$ cat src/rtl/muldiv.sv
// Iterative multiply/divide unit with architectural HI/LO registers, one bit per cycle plus a sign-fixup cycle.
// Optional macro MULDIV_DIV_EN builds the divide datapath; without it DIV/DIVU are accepted as one-cycle no-ops.
module muldiv #(
  parameter int WIDTH = 32
) (
  input  logic             clk,
  input  logic             reset,
  input  logic             start,
  input  logic [1:0]       op,
  input  logic [WIDTH-1:0] a,
  input  logic [WIDTH-1:0] b,
  input  logic             hi_we,
  input  logic             lo_we,
  input  logic [WIDTH-1:0] wdata,
  output logic             busy,
  output logic             done,
  output logic [WIDTH-1:0] hi,
  output logic [WIDTH-1:0] lo
);

  localparam int CW = $clog2(WIDTH) + 1;

  typedef enum logic [1:0] {S_IDLE, S_CALC, S_FIXUP} state_t;

  state_t               r_state, w_state_nxt;
  logic                 r_busy, r_done;
  logic                 w_done_nxt, w_load;
  logic [CW-1:0]        r_count;
  logic [2*WIDTH-1:0]   r_acc;
  logic [WIDTH-1:0]     r_opa, r_hi, r_lo;
  logic                 r_neg;

  logic                 w_sign_a, w_sign_b;
  logic [WIDTH-1:0]     w_abs_a, w_abs_b;
  logic [WIDTH:0]       w_madd;
  logic [2*WIDTH-1:0]   w_prod;

  assign w_sign_a = op[0] & a[WIDTH-1];
  assign w_sign_b = op[0] & b[WIDTH-1];
  assign w_abs_a  = w_sign_a ? -a : a;
  assign w_abs_b  = w_sign_b ? -b : b;

  // Multiply: upper half accumulates the multiplicand, the carry shifts back in as the multiplier shifts out.
  assign w_madd = {1'b0, r_acc[2*WIDTH-1:WIDTH]} + (r_acc[0] ? {1'b0, r_opa} : '0);
  assign w_prod = r_neg ? -r_acc : r_acc;

`ifdef MULDIV_DIV_EN
  logic                 r_is_div, r_neg_r;
  logic [WIDTH-1:0]     r_opb, r_rem;
  logic [WIDTH:0]       w_prem, w_diff;
  logic                 w_ge;
  logic [WIDTH-1:0]     w_quo_fix, w_rem_fix;

  // The trial remainder is one bit wider than the divisor so the borrow is the sign of the subtraction.
  assign w_prem    = {r_rem, r_acc[WIDTH-1]};
  assign w_diff    = w_prem - {1'b0, r_opb};
  assign w_ge      = ~w_diff[WIDTH];
  assign w_quo_fix = (r_opb == '0) ? '1 : (r_neg ? -r_acc[WIDTH-1:0] : r_acc[WIDTH-1:0]);
  assign w_rem_fix = r_neg_r ? -r_rem : r_rem;
`endif

  // NOTE: every signal written here gets a default first, so no path leaves one unassigned and no latch is inferred.
  always_comb begin
    w_state_nxt = r_state;
    w_done_nxt  = 1'b0;
    w_load      = 1'b0;
    unique case (r_state)
      S_IDLE: begin
        if (start) begin
`ifdef MULDIV_DIV_EN
          w_state_nxt = S_CALC;
          w_load      = 1'b1;
`else
          if (op[1]) begin
            w_done_nxt = 1'b1;
          end else begin
            w_state_nxt = S_CALC;
            w_load      = 1'b1;
          end
`endif
        end
      end
      S_CALC: begin
        if (r_count == CW'(WIDTH - 1)) w_state_nxt = S_FIXUP;
      end
      S_FIXUP: begin
        w_state_nxt = S_IDLE;
        w_done_nxt  = 1'b1;
      end
      default: w_state_nxt = S_IDLE;
    endcase
  end

  // NOTE: sequential state uses non-blocking assignments so every flop samples pre-edge values.
  always_ff @(posedge clk) begin
    if (reset) begin
      r_state <= S_IDLE;
      r_busy  <= 1'b0;
      r_done  <= 1'b0;
    end else begin
      r_state <= w_state_nxt;
      r_busy  <= (w_state_nxt != S_IDLE);
      r_done  <= w_done_nxt;
    end
  end

  always_ff @(posedge clk) begin
    if (reset) begin
      r_count <= '0;
      r_acc   <= '0;
      r_opa   <= '0;
      r_neg   <= 1'b0;
      r_hi    <= '0;
      r_lo    <= '0;
`ifdef MULDIV_DIV_EN
      r_is_div <= 1'b0;
      r_neg_r  <= 1'b0;
      r_opb    <= '0;
      r_rem    <= '0;
`endif
    end else begin
      if (!r_busy) begin
        if (hi_we) r_hi <= wdata;
        if (lo_we) r_lo <= wdata;
      end

      if (w_load) begin
        r_count <= '0;
        r_neg   <= w_sign_a ^ w_sign_b;
        r_opa   <= w_abs_a;
`ifdef MULDIV_DIV_EN
        r_is_div <= op[1];
        r_neg_r  <= w_sign_a;
        r_opb    <= w_abs_b;
        r_rem    <= '0;
        r_acc    <= {{WIDTH{1'b0}}, (op[1] ? w_abs_a : w_abs_b)};
`else
        r_acc    <= {{WIDTH{1'b0}}, w_abs_b};
`endif
      end else if (r_state == S_CALC) begin
        r_count <= r_count + CW'(1);
`ifdef MULDIV_DIV_EN
        if (r_is_div) begin
          r_rem              <= w_ge ? w_diff[WIDTH-1:0] : w_prem[WIDTH-1:0];
          r_acc[WIDTH-1:0]   <= {r_acc[WIDTH-2:0], w_ge};
        end else begin
          r_acc <= {w_madd, r_acc[WIDTH-1:1]};
        end
`else
        r_acc <= {w_madd, r_acc[WIDTH-1:1]};
`endif
      end else if (r_state == S_FIXUP) begin
`ifdef MULDIV_DIV_EN
        if (r_is_div) begin
          r_hi <= w_rem_fix;
          r_lo <= w_quo_fix;
        end else begin
          r_hi <= w_prod[2*WIDTH-1:WIDTH];
          r_lo <= w_prod[WIDTH-1:0];
        end
`else
        r_hi <= w_prod[2*WIDTH-1:WIDTH];
        r_lo <= w_prod[WIDTH-1:0];
`endif
      end
    end
  end

  assign busy = r_busy;
  assign done = r_done;
  assign hi   = r_hi;
  assign lo   = r_lo;

endmodule
$ cat config.mk
export PLATFORM = sky130hd
export DESIGN_NAME = muldiv
export DESIGN_NICKNAME = d
export VERILOG_FILES = /design/src/rtl/muldiv.sv
export SDC_FILE = /design/constraint.sdc
export NUM_CORES = 1
export LEC_CHECK = 0
export CORE_MARGIN = 4
export CORE_UTILIZATION = 50
export DETAILED_ROUTE_END_ITERATION = 12
export GPL_ROUTABILITY_DRIVEN = 0
export GPL_TIMING_DRIVEN = 0
export PLACE_DENSITY_LB_ADDON = 0.1
export SYNTH_ARGS = -nofsm -noshare
export SYNTH_HDL_FRONTEND = slang
export SYNTH_SLANG_ARGS = --single-unit
$ cat constraint.sdc
create_clock -name clk -period 3.1 [get_ports clk]
set_input_delay 0.465 -clock clk [delete_from_list [all_inputs] [get_ports clk]]
set_output_delay 0.465 -clock clk [all_outputs]
set_load 0.01 [all_outputs]
Word-level counts from Yosys, hierarchy flattened
Index checks and enable logic that the tools add are counted.
- equality and inequality tests: 3
- bitwise gates (word level): 3
- reduce and logical (&&, ||, !) cells: 4
- mux-type cells: 26
- $add $sub $neg: 5
- operator list (kind ; count):
    $mux 32 ; 15
    $mux 64 ; 1
    $neg 32->32 ; 2
    $neg 64->64 ; 1
    $add 32x32->33 ; 1
    $add 6x1->6 const B ; 1
    $eq 6x5->1 const B ; 1
    $mux 2 ; 3
    $mux 1 ; 5
    $pmux 2 s2 ; 1
    $reduce_bool 2->1 ; 2
    $and 1x1->1 ; 2
    $eq 2x1->1 const B ; 1
    $eq 2x2->1 const B ; 1
    $logic_not 2->1 ; 1
    $pmux 1 s2 ; 1
    $reduce_or 2->1 ; 1
    $xor 1x1->1 ; 1
- register bits after elaboration: 171

Logic depth before layout (Yosys ltp)
- word-level depth: 5
- gate-level depth with buffers: 12
- mapped depth without buffers: 10

Worst setup path after synthesis
OpenSTA, ideal clock, no wires.
- path kind: register to register
- start: register r_acc[0]
- end: register r_acc[60]
- arrival time: 2939 ps
- library setup time: 75 ps
- required time: 3025 ps
- stages on the path, launching flop included: 13
- setup slack: 86 ps
- buffers on the path: 3
- cells stage by stage: dfxtp_1 > clkbuf_1 > clkbuf_1 > and2_1 > ha_1 > clkbuf_1 > nand4_1 > nor3_1 > nand4_1 > a311o_1 > a2111oi_0 > mux2_2 > o22ai_1
- cells in the longest elaborated chain, start to end: 2
- RTL lines (what ; RTL line ; source):
    start, declared ; 29 ; logic [2*WIDTH-1:0] r_acc;
    start signal, assigned ; 138 ; r_acc <= {{WIDTH{1'b0}}, w_abs_b};
    start signal, assigned ; 150 ; r_acc <= {w_madd, r_acc[WIDTH-1:1]};
    $mux 32 ; 44 ; assign w_madd = {1'b0, r_acc[2*WIDTH-1:WIDTH]} + (r_acc[0] ? {1'b0, r_opa} : '0);
    $add 32x32->33 ; 44 ;
No other way between the ends.
A chain may end at the register's enable or synchronous reset.

Worst setup path after layout
Ends and elaborated chain as after synthesis.

==> results.yml <==
timing:
  fmax_mhz: 330.1
  min_period_over_period_pct: 97.73
  worst_slew_pin_slew_ns: 0.8368
  slew_violations: 0
  setup_slack_ns: 0.07039
  hold_ws_ns: 0.4599
  worst_clock_skew_ns: 0.008174
  finalCriticalPeriod_ns: 3.030
  hold_viol: 0
  fin_setup_tns_ns: 0
  relSlewSlack_pct: 44.00
  setup_violations: 0
clock_tree:
  clock_latency_ns: 0.44
  htreeDepth: 4
  cts.reportedPaths.clkPinSlew_ns: 0.07
  cts_inserted_buffers: 17
  clk_path_buf_depth: 2
  cts_sinks: 171
  cts_hold_buf: 0
  root_buffer: "clkbuf_16"
  cts_tree: "done"
power:
  p_leak_nw: 5.111
  cellPowerDensity_nw_per_um2: 417.3
  p_total_mw: 5.863
  irDropWorstVdd_mv: 0.3039
cells_and_area:
  drive_gt1_share_pct: 6.068
  design_area_sq_um: 14050
  fillCellCount: 1930
  final_cells: 1862
  antennaDiodeCount: 0
  final_core_util_pct: 64.38
  nets: 1709
  synthToLayoutAreaGrowth_pct: 26.58
setup_path:
  cp_slowest_cell: "a2111oi_4"
  critPathCaptureType: "register"
  cpMostUsedCell: "nand4_1"
  worstPathArrival_ns: 3.39
  crit_required_ns: 3.46
  path_class: "reg -> reg"
  cp_max_fo: 10
  critPathBufInv: 1
  max_stage_delay_ns: 0.41
  worstPathCellList: "clkbuf_2, and2_1, ha_4, nand4_1, nor3_2, nand4_1, a311o_2, a2111oi_4, mux2_2, o22ai_1"
  crit_family: "compound AO/OA/AOI/OAI gates"
  start_kind: "register"
logic_synthesis:
  yosys-top-cells-count: "dfxtp_1, nand2_1, nor2_1"
  netlist_area_sq_um: 11100
  synthArstFlopShare_pct: 0
  synth_warnings: 0
  ys_seq_elements: 171
  syn_nets: 1522
  synth-simple-area-share_pct: 20.20
  yosys-top-cells-area: "dfxtp_1, mux2i_1, xor2_1"
  ys_types: 67
  synth_ff_type: "dfxtp_1"
  synthAdderAreaFrac_pct: 4.239
  syn_inst: 1382
  synth_compound_area_share_pct: 22.95
  ys_seq_area_share_pct: 30.84
  synth_mux_area_share_pct: 6.786
  yosysTopAreaCell: "dfxtp_1"
  avgSynthCellArea_sq_um: 8.031
  synth.most_common_cell: "dfxtp_1"
  yosys.area.top_type_share_pct: 30.84
  synth_top_family_by_area: "compound AO/OA/AOI/OAI gates"
  synth-edff-count: 0
  synthXorXnorAreaFrac_pct: 11.05
placed_design:
  placed_cells: 1830
  dpl-instance-area_sq_um: 13130
  dp_hpwl_microns: 29520
  port_buffers: 168
  post-place-ws_ns: -0.7328
floorplanning:
  rows: 54
  initial_core_util_pct: 50.86
  core_sq_um: 21820
  die_height_microns: 157.0
  die_w_microns: 157.0
  ios: 169
  die-area_sq_um: 24650
outcome:
  outcome: "finished, final reports clean"
global_route:
  grt_max_degree: 19
  globalRouteOverflowTotal: 0
  first_global_vias: 10421
  antenna_found_initial: 0
  grt_usage_pct: 29.52
  grt_pass1_wl_microns: 57740
detailed_routing:
  wl_microns: 37790
  drt_iter0_markers: 1246
  vias_per_cell: 6.084
  vias: 11329
  wl_per_cell_microns: 20.30
  firstDrtPassIters: 6
  drc_errors: 0
  ant_nets: 0
run:
  maxCapViolations: 0
hold_path:
  hold_class: "reg -> reg"
-- cell type report --
class                      instances  area, sq um  share of cell area [%]
multi-input combinational       1095         7498                   53.37
sequential                       171         3427                   24.39
timing repair buffer             175         1734                   12.34
clock buffer                      17        425.4                   3.028
buffer                            93        354.1                   2.520
tap                              280        350.3                   2.494
clock inverter                    15        200.2                   1.425
inverter                          16        60.06                  0.4275
-- layer usage --
metal  wire length, microns  share of wire [%]  vias up  global-route usage (%)
met5                      0                  0        -                       0
met4                    803                2.1        0                   7.934
met3                   3204                8.5       54                   4.619
met2                  16940                 45      527                   46.55
met1                  16850                 45     5310                   42.17
li1                       -                  -     5438                       -
-- flip-flops by register name (all words and copies together) (netlist names) --
register,flops
r_neg,1
hi,32
done,1
r_opa,32
r_acc,64
r_count,6
r_state,2
busy,1
lo,32
-- worst reg2reg max path: cells and delay by family (launching register included) --
kind	cells	cell delay, ns
DFF	1	0.39
adders and majority gates	1	0.33
and+or+nand+nor	4	0.76
AOI/OAI and AO/OA	3	0.92
muxes	1	0.38
buffers and inverters	1	0.16
-- logic make-up after synthesis --
kind of cell	after synthesis
AOI/OAI and AO/OA	380
xor gates and xnor gates	140
adders and majority gates	37
buffers and inverters	116
DFF	171
muxes	75
and+or+nand+nor	463
-- cells in the final DEF, fill, tap and decap left out, types with 7 or more instances in the layout --
cell               n
buf_1             10
nor4_1            11
a31oi_1            7
a311oi_1          18
o31ai_1           33
mux2i_1           73
inv_1             16
nand2b_1          11
nor2_1           125
xnor2_1           63
clkbuf_1          79
clkdlybuf4s50_1  168
nand2_1          144
o22ai_1           40
nor3_1            22
ha_1              26
clkbuf_16         17
a211oi_1          55
a21o_1             9
o41ai_1           15
buf_4              7
dfxtp_1          170
and2_1            38
or4_1             15
nand4_1           15
nand3_1           16
and3_1            12
xor2_1            77
o21ai_0           66
a21oi_1           78
or3_1             21
-- repair_timing --
item	CTS	global route
gates resized for setup	19	37
gates cloned	0	0
pin swaps	2	12
setup buffers	1	6
endpoints found under the setup margin	23	18
-- power by group --
group          leakage, nW  internal (mW)  total, mW  switching, mW
Clock                0.297           1.24       2.29           1.05
Sequential            1.40           2.32       2.44          0.120
Combinational         3.41          0.520       1.14          0.620
-- path summary, 6_finish.rpt --
kind / cells past startpoint / from / slack, ns / endpoint
worst min register to register: 2 / r_opa[29]$_SDFFE_PP0P_ / 0.46 / r_opa[29]$_SDFFE_PP0P_
worst min-delay path: 2 / r_opa[29]$_SDFFE_PP0P_ / 0.46 / r_opa[29]$_SDFFE_PP0P_
worst max register to register: 10 / r_acc[0]$_SDFFE_PP0P_ / 0.07 / r_acc[60]$_SDFFE_PP0P_
worst max-delay path: 10 / r_acc[0]$_SDFFE_PP0P_ / 0.07 / r_acc[60]$_SDFFE_PP0P_
(Power assumes the default switching activity.)
